File: config.mk
export PLATFORM = sky130hd
export DESIGN_NAME = jerky_step_ctrl_flat
export DESIGN_NICKNAME = d
export VERILOG_FILES = /design/src/rtl/jerky_step_ctrl_pkg.sv /design/src/rtl/jerky_step_ctrl_if.sv /design/src/rtl/jerky_step_ctrl_btn_debounce.sv /design/src/rtl/jerky_step_ctrl.sv /design/src/flat_wrapper.sv
export SDC_FILE = /design/constraint.sdc
export NUM_CORES = 1
export LEC_CHECK = 0
export CAP_MARGIN = 30
export CORE_AREA = 8 8 102 104
export DETAILED_ROUTE_END_ITERATION = 8
export DIE_AREA = 0 0 110 112
export GPL_TIMING_DRIVEN = 0
export PLACE_DENSITY_LB_ADDON = 0.25
export SLEW_MARGIN = 20
export SYNTH_ARGS = -nofsm -noshare
export SYNTH_HDL_FRONTEND = slang
export SYNTH_SLANG_ARGS = --single-unit
File: constraint.sdc
create_clock -name clk -period 2.6 [get_ports clk]
set_clock_uncertainty 0.15 [all_clocks]
set_input_delay 0.52 -clock clk [delete_from_list [all_inputs] [get_ports clk]]
set_output_delay 0.52 -clock clk [all_outputs]
set_load 0.02 [all_outputs]
File: src/rtl/jerky_step_ctrl_pkg.sv
// Shared definitions for the jerky LED pacing stage: FSM state encodings and switch width.
package jerky_pkg;

  typedef enum logic [1:0] {
    RUN    = 2'd0,
    PAUSE  = 2'd1,
    SINGLE = 2'd2
  } state_e;

  localparam int SPEED_W = 2;

endpackage

File: src/rtl/jerky_step_ctrl_if.sv
// Board-side signals of the pacing stage: buttons and speed switch in, step enable and run flag out.
interface jerky_step_ctrl_if;
  import jerky_pkg::*;

  logic               btn_run;
  logic               btn_step;
  logic [SPEED_W-1:0] speed;
  logic               step;
  logic               running;

  modport master (
    output btn_run,
    output btn_step,
    output speed,
    input  step,
    input  running
  );

  modport slave (
    input  btn_run,
    input  btn_step,
    input  speed,
    output step,
    output running
  );

endinterface

File: src/rtl/jerky_step_ctrl_btn_debounce.sv
// Push-button conditioner: 2-FF synchronizer, stability counter and a registered rising-edge pulse.
module btn_debounce #(
  parameter int DB_CYCLES = 1_000_000,
  parameter int DB_W      = 20
) (
  input  logic clk,
  input  logic rst,
  input  logic raw,
  output logic level,
  output logic press
);

  localparam logic [DB_W-1:0] CNT_LAST = DB_W'(DB_CYCLES - 1);

  logic            sync1_q;
  logic            sync2_q;
  logic            level_q;
  logic            level_d;
  logic            level_prev_q;
  logic            press_q;
  logic [DB_W-1:0] cnt_q;
  logic [DB_W-1:0] cnt_d;

  // Any sample agreeing with the accepted level restarts the stability window.
  always_comb begin
    cnt_d   = cnt_q;
    level_d = level_q;
    if (sync2_q == level_q) begin
      cnt_d = '0;
    end else if (cnt_q == CNT_LAST) begin
      cnt_d   = '0;
      level_d = sync2_q;
    end else begin
      cnt_d = cnt_q + DB_W'(1);
    end
  end

  always_ff @(posedge clk or posedge rst) begin
    if (rst) begin
      sync1_q      <= 1'b0;
      sync2_q      <= 1'b0;
      cnt_q        <= '0;
      level_q      <= 1'b0;
      level_prev_q <= 1'b0;
      press_q      <= 1'b0;
    end else begin
      sync1_q      <= raw;
      sync2_q      <= sync1_q;
      cnt_q        <= cnt_d;
      level_q      <= level_d;
      level_prev_q <= level_q;
      press_q      <= level_q & ~level_prev_q;
    end
  end

  assign level = level_q;
  assign press = press_q;

endmodule

File: src/rtl/jerky_step_ctrl.sv
// Pacing stage for the jerky LED counter: run/pause/single-step FSM and a speed-scaled step prescaler.
module jerky_step_ctrl
  import jerky_pkg::*;
#(
  parameter int STEP_DIV  = 12_500_000,
  parameter int DIV_W     = 24,
  parameter int DB_CYCLES = 1_000_000,
  parameter int DB_W      = 20
) (
  input  logic              clk,
  input  logic              rst,
  jerky_step_ctrl_if.slave  bus
);

  localparam logic [DIV_W-1:0] STEP_DIV_W = DIV_W'(STEP_DIV);

  logic [1:0]       raw_vec;
  logic [1:0]       press_vec;
  logic             run_press;
  logic             step_press;

  state_e           state_q;
  state_e           state_d;
  logic [DIV_W-1:0] cnt_q;
  logic [DIV_W-1:0] cnt_d;
  logic [DIV_W-1:0] limit;
  logic             step_q;
  logic             step_d;
  logic             running_q;
  logic             running_d;

  assign raw_vec = {bus.btn_step, bus.btn_run};

  generate
    for (genvar gi = 0; gi < 2; gi++) begin : g_btn
      btn_debounce #(
        .DB_CYCLES (DB_CYCLES),
        .DB_W      (DB_W)
      ) u_db (
        .clk   (clk),
        .rst   (rst),
        .raw   (raw_vec[gi]),
        .level (),
        .press (press_vec[gi])
      );
    end
  endgenerate

  assign run_press  = press_vec[0];
  assign step_press = press_vec[1];

  // Run press has priority over step press when both land in the same cycle.
  always_comb begin
    state_d = state_q;
    case (state_q)
      RUN:     if (run_press) state_d = PAUSE;
      PAUSE: begin
        if (run_press)       state_d = RUN;
        else if (step_press) state_d = SINGLE;
      end
      SINGLE:  state_d = PAUSE;
      default: state_d = RUN;
    endcase
  end

  // The >= compare lets a mid-count speed increase fire on the next cycle instead of wrapping.
  always_comb begin
    limit  = (STEP_DIV_W >> bus.speed) - DIV_W'(1);
    cnt_d  = '0;
    step_d = (state_q == SINGLE);
    if (state_q == RUN) begin
      if (cnt_q >= limit) begin
        step_d = 1'b1;
      end else begin
        cnt_d = cnt_q + DIV_W'(1);
      end
    end
    running_d = (state_d == RUN);
  end

  always_ff @(posedge clk or posedge rst) begin
    if (rst) begin
      state_q   <= RUN;
      cnt_q     <= '0;
      step_q    <= 1'b0;
      running_q <= 1'b1;
    end else begin
      state_q   <= state_d;
      cnt_q     <= cnt_d;
      step_q    <= step_d;
      running_q <= running_d;
    end
  end

  assign bus.step    = step_q;
  assign bus.running = running_q;

endmodule

File: src/flat_wrapper.sv
// flat-port wrapper written by rule: the top's interface ports become plain ports
module jerky_step_ctrl_flat import jerky_pkg::*;
#(
  parameter int STEP_DIV  = 12_500_000,
  parameter int DIV_W     = 24,
  parameter int DB_CYCLES = 1_000_000,
  parameter int DB_W      = 20
)
  (clk, rst, bus_btn_run, bus_btn_step, bus_speed, bus_step, bus_running);
  jerky_step_ctrl_if bus_i ();
  input  logic clk;
  input  logic rst;
  input wire logic [$bits(bus_i.btn_run)-1:0] bus_btn_run;
  input wire logic [$bits(bus_i.btn_step)-1:0] bus_btn_step;
  input wire logic [$bits(bus_i.speed)-1:0] bus_speed;
  output wire logic [$bits(bus_i.step)-1:0] bus_step;
  output wire logic [$bits(bus_i.running)-1:0] bus_running;
  assign bus_i.btn_run = bus_btn_run;
  assign bus_i.btn_step = bus_btn_step;
  assign bus_i.speed = bus_speed;
  assign bus_step = bus_i.step;
  assign bus_running = bus_i.running;
  jerky_step_ctrl #(.STEP_DIV(STEP_DIV), .DIV_W(DIV_W), .DB_CYCLES(DB_CYCLES), .DB_W(DB_W)) u_core (.clk(clk), .rst(rst), .bus(bus_i));
endmodule
; ---- Word level (Yosys, flattened, before mapping)
; Index checks and enable logic that the tools add are counted.
[totals]
reg_bits = 78
latchBits = 0
ram_bits = 0
romBits = 0
in_bits = 6
out_inout_bits = 2
wordCells = 50
n_memories = 0
[op_classes]
addsub = 4
multipliers = 0
n_div = 0
n_lt_le_gt_ge = 1
n_eq_ne = 6
shifts = 1
n_mux = 12
n_bitwise = 6
reduce_logical = 4
[op_table]
columns = operator, n
row1 = two-way mux 20 bit, 4
row2 = two-way mux 24 bit, 2
row3 = "adder 20 x 1 -> 20 bit, second input constant", 2
row4 = "equality test 20 bit, second input constant", 2
row5 = "adder 24 x 1 -> 24 bit, second input constant", 1
row6 = greater-or-equal comparator 24 bit, 1
row7 = "right shift 24 x 2 -> 24 bit, first input constant", 1
row8 = "subtractor 24 x 1 -> 24 bit, second input constant", 1
row9 = two-way mux 2 bit, 3
row10 = one-hot mux 2 bit (3 select lines), 1
row11 = zero test 2 bit, 2
row12 = NOT 1 bit, 4
row13 = AND reduction 2 bit, 2
row14 = bitwise AND 1 bit, 2
row15 = equality test 1 bit, 2
row16 = "equality test 2 x 1 -> 1 bit, second input constant", 1
row17 = "equality test 2 bit, second input constant", 1
row18 = two-way mux 1 bit, 2

; ---- Longest topological paths before layout
; Gate-level depths: netlist (run 1).
[depth]
depth_word = 5
mapped_depth = 10

; ---- Hierarchy
; A second synthesis (run 1) with hierarchy kept.
[unflattened]
hier_cells = 422
hier_area_um2 = 4521.8
[modules_own_cells]
columns = module, n_inst, cells_each, area_each_um2, seq_area_each_um2
row1 = btn_debounce, 2, 111, 1206.2, 625.6
row2 = jerky_step_ctrl, 1, 200, 2109.5, 701.9

; ---- Worst setup path before layout (run 1)
; No wires, ideal clock.
[synth_path]
path_type = input-to-reg
startpoint = input bus_speed[0]
endpoint = register u_core.cnt_q[14]
t_arrival_ns = 2.051
slack_ns = 0.298
path_stages = 8
path_buffers = 1
cell_sequence = nor2_1 > ha_1 > a211o_1 > a221oi_2 > or3_4 > o221ai_4 > buf_6 > nor4_1
[synth_via]
elab_chain_len = 5
[synth_rtl]
columns = element, line
row1 = from (decl), flat_wrapper.sv:15  ; input wire logic [$bits(bus_i.speed)-1:0] bus_speed;
row2 = right shift 24 x 2 -> 24 bit, jerky_step_ctrl.sv:68  ; limit = (STEP_DIV_W >> bus.speed) - DIV_W'(1);
row3 = subtractor 24 x 1 -> 24 bit, jerky_step_ctrl.sv:68
row4 = greater-or-equal comparator 24 bit, jerky_step_ctrl.sv:72  ; if (cnt_q >= limit) begin
row5 = two-way mux 24 bit, jerky_step_ctrl.sv:72
row6 = two-way mux 24 bit, jerky_step_ctrl.sv:71  ; if (state_q == RUN) begin
row7 = net u_core.cnt_d[14], jerky_step_ctrl.sv:25  ; logic [DIV_W-1:0] cnt_d;
row8 = to (signal assigned), jerky_step_ctrl.sv:89  ; cnt_q <= cnt_d;
row9 = to (decl), jerky_step_ctrl.sv:24  ; logic [DIV_W-1:0] cnt_q;
; The timed path passes the listed nets, and every way through them passes these cells.
; A chain may end at the register's enable or synchronous reset.

; ---- Worst setup path in the final report (run 1)
[layout_path]
startpoint = input bus_speed[1]
endpoint = register u_core.cnt_q[7]
; Same word-level chain as after synthesis.

==> impl_metrics.json, run 1 <==
{
  "status": "complete, no violations",
  "initial_core_util": 0.476,
  "cts_tree": "yes",
  "ys.warnings.count": 0,
  "async_flop_share": 1.00,
  "drive_gt1_frac": 0.130,
  "clock_sinks": 78,
  "worstReg2RegStart": "u_core.cnt_q[9]$_DFF_PP0_",
  "layoutNonFillerInstCount": 550,
  "die_height_um": 112,
  "max-slew-margin-rel": 0.576,
  "fmax_mhz": 411,
  "fin_crit_ps": 2430,
  "placed_cells": 533,
  "synth_edf_count": 0,
  "r2r_slack_ps": 290,
  "die_w_um": 110,
  "yosysUniqueCellTypes": 51,
  "regArea_um2": 1950,
  "multi_input_area_um2": 2150,
  "power.density_nw_per_um2": 595,
  "first_pass_iters": 4,
  "arrival_ps": 2490,
  "synth_cells": 411,
  "hold_slack_ps": 208,
  "r2r_cells": 7,
  "grt_pass1_vias": 3070,
  "ir_drop_mv": 0.285,
  "grt_pass1_wl_mm": 14.1,
  "grt_max_degree": 30,
  "clockRootBuffer": "clkbuf_8",
  "cts_buffers": 9,
  "rsz0062_at_grt": "no",
  "nets": 464,
  "vias_per_cell": 5.45,
  "cts.path.max_buffers": 2,
  "yosys_register_bits": 78,
  "clk_pin_slew_ps": 80,
  "cts_htree_levels": 3,
  "synth_ff_type": "dfrtp_1",
  "via_count": 2995,
  "clk_latency_ps": 350,
  "layout_commonest_cell": "dfrtp_1",
  "utilization": 0.534,
  "antenna_left": 0,
  "ctsHoldBuffers": 0,
  "drt_wl_total_mm": 7.74,
  "cp-end-kind": "flip-flop",
  "worst_pin_slew_ps": 635,
  "r2r_end": "u_core.cnt_q[7]$_DFF_PP0_",
  "finalCritPeriodShare": 0.936,
  "design.die.area_um2": 12300,
  "fillers": 820,
  "cp_max_fo": 10,
  "grt_overflow": 0,
  "place_congestion": 0.770,
  "antenna_found_initial": 0,
  "n_antenna_cell": 0,
  "syn-cell-area_um2": 4230,
  "final_cell_mix": "dfrtp_1, nor2_1, xor2_1",
  "rows": 35,
  "ys_seq_area_frac": 0.461,
  "area_growth_pct": 12.2,
  "syn_avg_cell_area_um2": 10.3,
  "cp-start-kind": "primary input",
  "hpwl_mm": 5.65,
  "coreArea_um2": 8890,
  "drv_cap": 0,
  "post_drt_wl_per_cell_um": 14.1,
  "drt_iter0_drc": 110,
  "setup.worst_path.end": "u_core.cnt_q[7]$_DFF_PP0_",
  "p_total_mw": 2.83,
  "leakage_nw": 2.09,
  "crit_start": "bus_speed[1]",
  "cp.required_ps": 2650,
  "hold_path.class": "reg2reg",
  "ios": 8,
  "hp-start": "u_core.g_btn[1].u_db.sync1_q$_DFF_PP0_",
  "maxSlewViolCount": 0,
  "crit_type": "in2reg",
  "port_buffers": 7,
  "setup_viol": 0,
  "hold_violations": 0,
  "drc": 0,
  "grt_usage": 0.141
}
[worst min-delay path by stage]
stage | endpoint | slack [ps] | cells after the start
floorplan | u_core.g_btn[0].u_db.sync2_q$_DFF_PP0_ | 180 | 0
global placement | u_core.g_btn[0].u_db.sync2_q$_DFF_PP0_ | 190 | 0
detailed placement | u_core.g_btn[1].u_db.sync2_q$_DFF_PP0_ | 190 | 0
CTS | u_core.g_btn[0].u_db.sync2_q$_DFF_PP0_ | 210 | 0
global route | u_core.g_btn[1].u_db.sync2_q$_DFF_PP0_ | 230 | 0
finish | u_core.g_btn[1].u_db.sync2_q$_DFF_PP0_ | 210 | 0
[sequential cells by signal, indices dropped and copies added (netlist names)]
name	cells
u_core.g_btn.u_db.sync1_q	2
u_core.g_btn.u_db.level	2
u_core.g_btn.u_db.sync2_q	2
u_core.g_btn.u_db.level_prev_q	2
u_core.bus.step	1
u_core.state_q	2
u_core.bus.running	1
u_core.g_btn.u_db.press	2
u_core.g_btn.u_db.cnt_q	40
u_core.cnt_q	24
[metrics by stage]
stage / worst slack [ps] / setup TNS, ps / cell area (um^2)
after floorplan: 298 / 0 / 4250
after global placement: -576 / -13130 / 4450
after detailed placement: -610 / -13690 / 4500
after CTS: 93.4 / 0 / 4720
after global routing: 14.0 / 0 / 4750
final: 167 / 0 / 4750
[logic make-up (layout without fill, tap and decap cells)]
kind of cell / after synthesis / in the layout / share of synthesized area
other: 2 / 4 / 0.00177
adders and majority gates: 23 / 23 / 0.0674
muxes: 2 / 2 / 0.00532
and+or+nand+nor: 189 / 189 / 0.258
DFF: 78 / 78 / 0.461
buffers and inverters: 32 / 58 / 0.0366
AOI/OAI and AO/OA: 24 / 24 / 0.0434
xor gates and xnor gates: 61 / 61 / 0.126
[where the power goes]
group	switching [mW]	internal (mW)
clock	0.424	0.554
sequential	0.114	1.30
combinational	0.241	0.190
[worst max-delay path: stages]
cell and delay (ps):
dlygate4sd2_1 290, inv_1 150, nor2_1 90, ha_1 290, a31oi_1 80, maj3_1 400, o21ai_2 270, buf_2 300
nor4_1 90
[metal layers]
metal,wire [um],global-route usage,up-vias
met3,163,0.0358,11
li1,-,-,1491
met2,3780,0.226,21
met5,0,0,-
met1,3670,0.176,1472
met4,132,0.0559,0
[cell type report]
type                       instances  area share
multi-input combinational        303       0.454
sequential                        78       0.411
tap                              111      0.0292
clock buffer                      10      0.0290
timing repair buffer              12      0.0282
buffer                            16      0.0200
clock inverter                     4      0.0153
inverter                          16      0.0134
[what timing repair did]
item,CTS,global route
setup endpoints to repair,24,20
resized for setup,6,4
pin swaps,0,1
setup buffers,0,3
cloned,0,0
[synth_stat cells, types with 2 or more instances]
master / instances / area, um^2
buf_6: 2 / 22.5
and4_1: 6 / 52.6
nand3b_1: 3 / 22.5
mux2_2: 2 / 22.5
nor3_1: 2 / 10.0
dfrtp_1: 77 / 1930
a21o_1: 3 / 22.5
nor2_1: 56 / 210
xnor2_1: 25 / 219
o21a_1: 2 / 15.0
nand2_1: 20 / 75.1
nor4_2: 8 / 100
xor2_1: 36 / 315
and2_1: 4 / 25.0
nand3_1: 23 / 115
conb_1: 2 / 7.51
a21oi_1: 7 / 35.0
and3_1: 7 / 43.8
nand4_1: 21 / 131
nor4_1: 22 / 138
clkbuf_1: 8 / 30.0
nor2b_1: 3 / 18.8
buf_4: 5 / 37.5
ha_1: 22 / 275
inv_1: 16 / 60.1
nor4b_1: 2 / 17.5
o21ai_0: 3 / 15.0
No activity file was read; power rests on OpenSTA's default activity.
==> run 2, diff against run 1 <==
--- a/config.mk
+++ b/config.mk
@@ -5,10 +5,12 @@
 export SDC_FILE = /design/constraint.sdc
 export NUM_CORES = 1
 export LEC_CHECK = 0
+export ABC_AREA = 1
 export CAP_MARGIN = 30
-export CORE_AREA = 8 8 102 104
+export CORE_AREA = 8 8 104 106
 export DETAILED_ROUTE_END_ITERATION = 8
-export DIE_AREA = 0 0 110 112
+export DIE_AREA = 0 0 112 114
+export GPL_ROUTABILITY_DRIVEN = 0
 export GPL_TIMING_DRIVEN = 0
 export PLACE_DENSITY_LB_ADDON = 0.25
 export SLEW_MARGIN = 20
==> run 2 against run 1 <==
- sequential cell count unchanged
- sequential power is 13% lower
- combinational power is 77% lower
- critical endpoint is now u_core.cnt_q[13]$_DFF_PP0_
- largest cell class unchanged
- largest power group unchanged
==> impl_metrics.json, run 2 <==
{
  "antenna_left": 0,
  "clock_sinks": 78,
  "largest_reg_flops": 40,
  "netlist_top_cells_area": "dfrtp_1, nand2_1, nor2_1",
  "cp-start-kind": "primary input",
  "synth_edf_count": 0,
  "yosysUniqueCellTypes": 29,
  "fmax_mhz": 427,
  "antenna_found_initial": 0,
  "ctsHoldBuffers": 0,
  "placed_area_um2": 4630,
  "synth_ff_type": "dfrtp_1",
  "area_growth_pct": 10.8,
  "grt_pass1_wl_mm": 15.6,
  "cp_slowest_cell": "dlygate4sd2_1",
  "clk_latency_ps": 360,
  "first_pass_iters": 5,
  "top_regs": "u_core.g_btn.u_db.cnt_q x40, u_core.cnt_q x24",
  "setup_viol": 0,
  "grt_max_degree": 35,
  "ys_seq_area_frac": 0.447,
  "finalCritPeriodShare": 0.901,
  "syn_avg_cell_area_um2": 7.82,
  "hold_path.class": "reg2reg",
  "final_cell_mix": "nand2_1, nor2_1, dfrtp_1",
  "grt_overflow": 0,
  "cp.required_ps": 2690,
  "n_antenna_cell": 0,
  "drv_cap": 0,
  "largest-register": "u_core.g_btn.u_db.cnt_q",
  "leakage_nw": 2.25,
  "power.density_nw_per_um2": 454,
  "fin_crit_ps": 2340,
  "cp-end-kind": "flip-flop",
  "cts_tree": "yes",
  "vias_per_cell": 5.10,
  "via_count": 3562,
  "port_buffers": 7,
  "synth_most_common_cell": "nand2_1",
  "cp_max_fo": 10,
  "synth_area_leader_cell": "dfrtp_1",
  "setup_slack_ps": 256,
  "maxSlewViolCount": 0,
  "stdcell_area_um2": 4850,
  "layout_commonest_cell": "nand2_1",
  "utilization": 0.532,
  "place_ws_ps": -536,
  "synth_cells": 559,
  "ios": 8,
  "cts.path.max_buffers": 2,
  "ir_drop_mv": 0.249,
  "die_height_um": 114,
  "arrival_ps": 2430,
  "rsz0062_at_grt": "no",
  "post_drt_wl_per_cell_um": 12.4,
  "design.die.area_um2": 12800,
  "drc": 0,
  "crit_type": "in2reg",
  "yosys_register_bits": 78,
  "ys.warnings.count": 0,
  "rows": 35,
  "drive_gt1_frac": 0.0698,
  "slowest_delay_ps": 340,
  "die_w_um": 112,
  "initial_core_util": 0.480,
  "coreArea_um2": 9110,
  "grt_usage": 0.148,
  "yosysTopAreaCellShare": 0.441,
  "hpwl_mm": 6.71,
  "status": "complete, no violations",
  "grt_pass1_vias": 3499,
  "ys_top_cells_by_count": "nand2_1, nor2_1, dfrtp_1, inv_1, nand3_1",
  "async_flop_share": 1.00,
  "clk_pin_slew_ps": 80,
  "nets": 610,
  "cts_buffers": 9,
  "hold_slack_ps": 203,
  "clockRootBuffer": "clkbuf_8",
  "hold_violations": 0,
  "drt_iter0_drc": 264,
  "syn-cell-area_um2": 4370,
  "drt_wl_total_mm": 8.69,
  "crit_chain": "dlygate4sd2_1, nor2_2, inv_1, ha_1, nand2_1, nor2_1, nand3_1, nor2_2, nand2_1, nand4_4, buf_6, nor2_1",
  "cts_htree_levels": 3
}
## run 2: cell count changes after synthesis, sizes merged, moves of 8 or more
cell    previous run  this run
nand3             23        32
inv               16        68
xnor2             25         5
a21oi              7        15
clkbuf             8         0
nand2             20       121
nor3               3        26
xor2              36        28
nor4              31         2
nor2              56       124
## run 2: power breakdown
part / switching, mW / internal (mW) / total (mW)
Combinational: 0.0675 / 0.0339 / 0.101
Sequential: 0.00778 / 1.22 / 1.23
Clock: 0.500 / 0.367 / 0.866
Total: 0.575 / 1.62 / 2.20
## run 2: logic make-up after synthesis
family / synth area share
buf+inv: 0.0655
compound gates: 0.0361
flops: 0.447
fa+ha+maj: 0.0630
other cells: 0.00172
simple gates: 0.321
xor+xnor: 0.0661
## run 2: timing repair
item                       in CTS  in global routing
pin swaps                       0                  2
cloned                          0                  0
buffers inserted                0                  1
resized for setup               2                  4
setup endpoints to repair      23                 20
## run 2: path summary, 6_finish.rpt
check | from | end | slack, ps | depth (start not counted)
max in group asynchronous | rst | u_core.bus.running$_DFF_PP1_ | 1430 | 3
worst min-delay path | u_core.g_btn[0].u_db.sync1_q$_DFF_PP0_ | u_core.g_btn[0].u_db.sync2_q$_DFF_PP0_ | 200 | 0
worst max-delay path | bus_speed[1] | u_core.cnt_q[13]$_DFF_PP0_ | 260 | 12
worst min register to register | u_core.g_btn[0].u_db.sync1_q$_DFF_PP0_ | u_core.g_btn[0].u_db.sync2_q$_DFF_PP0_ | 200 | 0
min in group asynchronous | rst | u_core.g_btn[1].u_db.cnt_q[14]$_DFF_PP0_ | 330 | 2
worst max register to register | u_core.cnt_q[0]$_DFF_PP0_ | u_core.cnt_q[18]$_DFF_PP0_ | 600 | 8
## run 2: layer usage
| layer | up-vias | share of wire | track usage |
|---|---|---|---|
| met5 | - | 0 | 0 |
| met2 | 66 | 0.47 | 0.250 |
| met3 | 8 | 0.037 | 0.0317 |
| met4 | 0 | 0.012 | 0.0405 |
| met1 | 1665 | 0.48 | 0.187 |
| li1 | 1823 | - | - |
## run 2: per-stage QoR
step	instances	power, mW	setup TNS [ps]
global route	698	2.29	0
CTS	697	2.23	0
global placement	679	1.35	-11490
floorplan	561	1.32	0
finish	698	2.20	0
detailed placement	681	1.36	-12350
## run 2: critical path, delay by kind of cell
family                   cells  cell delay (ps)
adder cells (fa/ha/maj)      1              320
buffers and inverters        3              610
AND/OR/NAND/NOR              8              980
## run 2: layout make-up
type                            instances  area [um^2]
Buffer                                  3         31.3
Clock buffer                            9          124
Clock inverter                          7         62.6
Fill cell                             851         4260
Inverter                               68          259
Multi-Input combinational cell        412         2160
Sequential cell                        78         1950
Tap cell                              111          139
Timing Repair Buffer                   10          119
==> run 3, diff against run 2 <==
--- a/config.mk
+++ b/config.mk
@@ -7,9 +7,9 @@
 export LEC_CHECK = 0
 export ABC_AREA = 1
 export CAP_MARGIN = 30
-export CORE_AREA = 8 8 104 106
+export CORE_AREA = 2 2 98 100
 export DETAILED_ROUTE_END_ITERATION = 8
-export DIE_AREA = 0 0 112 114
+export DIE_AREA = 0 0 100 102
 export GPL_ROUTABILITY_DRIVEN = 0
 export GPL_TIMING_DRIVEN = 0
 export PLACE_DENSITY_LB_ADDON = 0.25
==> run 3 against run 2 <==
- critical path type unchanged
- non-clock buffer count unchanged
- total power increased by 4.3%
- highest routed layer unchanged
- sequential power about the same
- die area decreased by 20%
- sequential cell count is the same
- first-iteration DRC count shrank 50%
- clock power up 11%
- routed wire length up 0.82%
- register-to-register slack is essentially flat
- via count is 0.53% lower
- final cell count unchanged
==> impl_metrics.json, run 3 (same netlist as run 2, synthesis figures left out) <==
{
  "status": "complete, no violations",
  "port_buffers": 7,
  "antenna_left": 0,
  "r2r_end": "u_core.cnt_q[16]$_DFF_PP0_",
  "drv_cap": 0,
  "fmax_mhz": 410,
  "hpwl_mm": 6.61,
  "cp.required_ps": 2690,
  "nets": 610,
  "setup_viol": 0,
  "arrival_ps": 2530,
  "fillers": 856,
  "largest_reg_flops": 40,
  "cp-start-kind": "primary input",
  "design.die.area_um2": 10200,
  "cts_buffers": 9,
  "hp-start": "u_core.g_btn[0].u_db.sync1_q$_DFF_PP0_",
  "fin_crit_ps": 2440,
  "grt_usage": 0.189,
  "rows": 35,
  "worstReg2RegStart": "u_core.cnt_q[21]$_DFF_PP0_",
  "grt_overflow": 0,
  "clk_pin_slew_ps": 90,
  "whs_endpoint": "u_core.g_btn[0].u_db.sync2_q$_DFF_PP0_",
  "crit_type": "in2reg",
  "cts_htree_levels": 3,
  "coreArea_um2": 9110,
  "layout_commonest_cell": "nand2_1",
  "critPathMostFrequentCell": "nor2_1",
  "tns_ps": 0,
  "ios": 8,
  "cts.path.max_buffers": 2,
  "maxSlewViolCount": 0,
  "grt_max_degree": 33,
  "area_growth_pct": 11.1,
  "final_cell_mix": "nand2_1, nor2_1, dfrtp_1",
  "n_antenna_cell": 0,
  "cp_num_buf_inv": 3,
  "hold_violations": 0,
  "slowest_delay_ps": 340,
  "top_regs": "u_core.g_btn.u_db.cnt_q x40, u_core.cnt_q x24",
  "hold_path.class": "reg2reg",
  "cp-end-kind": "flip-flop",
  "rsz0062_at_grt": "no",
  "first_pass_iters": 5,
  "cp_slowest_cell": "dlygate4sd2_1",
  "power.density_nw_per_um2": 472,
  "drive_gt1_frac": 0.0664,
  "grt_pass1_vias": 3384,
  "initial_core_util": 0.480,
  "cp_top_family": "simple AND/OR/NAND/NOR gates",
  "drc": 0,
  "drt_iter0_drc": 133,
  "finalCritPeriodShare": 0.938,
  "largest-register": "u_core.g_btn.u_db.cnt_q",
  "leakage_nw": 2.25,
  "cts_tree": "yes",
  "clockRootBuffer": "clkbuf_8",
  "post_drt_wl_per_cell_um": 12.6,
  "grt_pass1_wl_mm": 15.4,
  "drt_wl_total_mm": 8.76,
  "cp_max_fo": 10,
  "utilization": 0.533,
  "r2r_slack_ps": 600,
  "crit_chain": "dlygate4sd2_1, nor2_2, inv_1, ha_1, nand2_1, nor2_1, nand3_1, nor2_1, nand3_1, nand4_4, buf_6, nor2_1",
  "clk_latency_ps": 350,
  "clock_sinks": 78,
  "vias_per_cell": 5.08,
  "via_count": 3543,
  "die_w_um": 100,
  "min_path_cells": 0,
  "antenna_found_initial": 0,
  "r2r_cells": 9,
  "ir_drop_mv": 0.288,
  "die_height_um": 102
}
-- run 3: changes by cell type in the layout (fill, tap and decap cells not counted) --
cell / previous run / this run
nand3_2: 2 / 1
bufinv_16: 0 / 1
nor2_2: 6 / 5
nor2_1: 116 / 117
inv_6: 3 / 1
nand3_1: 30 / 31
clkinvlp_4: 2 / 3
-- run 3: what timing repair did --
action | 4_1_cts | 5_1_grt
hold buffers | 0 | 0
resized for setup | 3 | 1
pin swaps | 2 | 0
endpoints found under the setup margin | 24 | 20
buffers inserted | 0 | 1
-- run 3: cell type report --
| type | count | area, um^2 | area share |
|---|---|---|---|
| repair buffers | 10 | 119 | 0.0245 |
| flip-flops and latches | 78 | 1950 | 0.402 |
| multi-input cells | 412 | 2150 | 0.443 |
| inverters | 68 | 259 | 0.0533 |
| clock buffers | 9 | 124 | 0.0255 |
| well taps | 111 | 139 | 0.0286 |
| clock inverters | 7 | 82.6 | 0.0170 |
| plain buffers | 3 | 31.3 | 0.00644 |
-- run 3: metrics by stage --
| step | cell area (um^2) | instances | hold WS (ps) | total power [mW] | setup slack (ps) |
|---|---|---|---|---|---|
| 2_1_floorplan | 4380 | 561 | 181 | 1.32 | 456 |
| 3_3_place_gp | 4590 | 679 | 182 | 1.35 | -499 |
| 3_5_place_dp | 4630 | 681 | 186 | 1.36 | -604 |
| 4_1_cts | 4850 | 697 | 206 | 2.32 | 9.57 |
| 5_1_grt | 4860 | 698 | 216 | 2.38 | 16.4 |
| 6_report | 4860 | 698 | 204 | 2.29 | 162 |
-- run 3: routing by layer --
| layer | part of all wire | vias to the layer above | GRT usage |
|---|---|---|---|
| met5 | 0 | - | 0 |
| met4 | 0.012 | 0 | 0.0664 |
| met3 | 0.027 | 11 | 0.0356 |
| met2 | 0.47 | 54 | 0.311 |
| met1 | 0.49 | 1657 | 0.254 |
| li1 | - | 1821 | - |
-- run 3: power by group --
| part | internal, mW | switching [mW] | total, mW |
|---|---|---|---|
| clock network | 0.457 | 0.503 | 0.960 |
| registers | 1.22 | 0.00760 | 1.23 |
| logic | 0.0339 | 0.0681 | 0.102 |
| total | 1.71 | 0.579 | 2.29 |
-- run 3: how the worst max path moves through the flow --
stage / start / endpoint / slack, ps / cells after the start
after floorplan: bus_speed[0] / u_core.cnt_q[11]$_DFF_PP0_ / 460 / 11
after global placement: bus_speed[1] / u_core.cnt_q[11]$_DFF_PP0_ / -500 / 12
after detailed placement: bus_speed[1] / u_core.cnt_q[17]$_DFF_PP0_ / -600 / 12
after CTS: bus_speed[0] / u_core.cnt_q[16]$_DFF_PP0_ / 10 / 13
after global routing: bus_speed[1] / u_core.cnt_q[16]$_DFF_PP0_ / 20 / 12
final: bus_speed[1] / u_core.cnt_q[16]$_DFF_PP0_ / 160 / 12
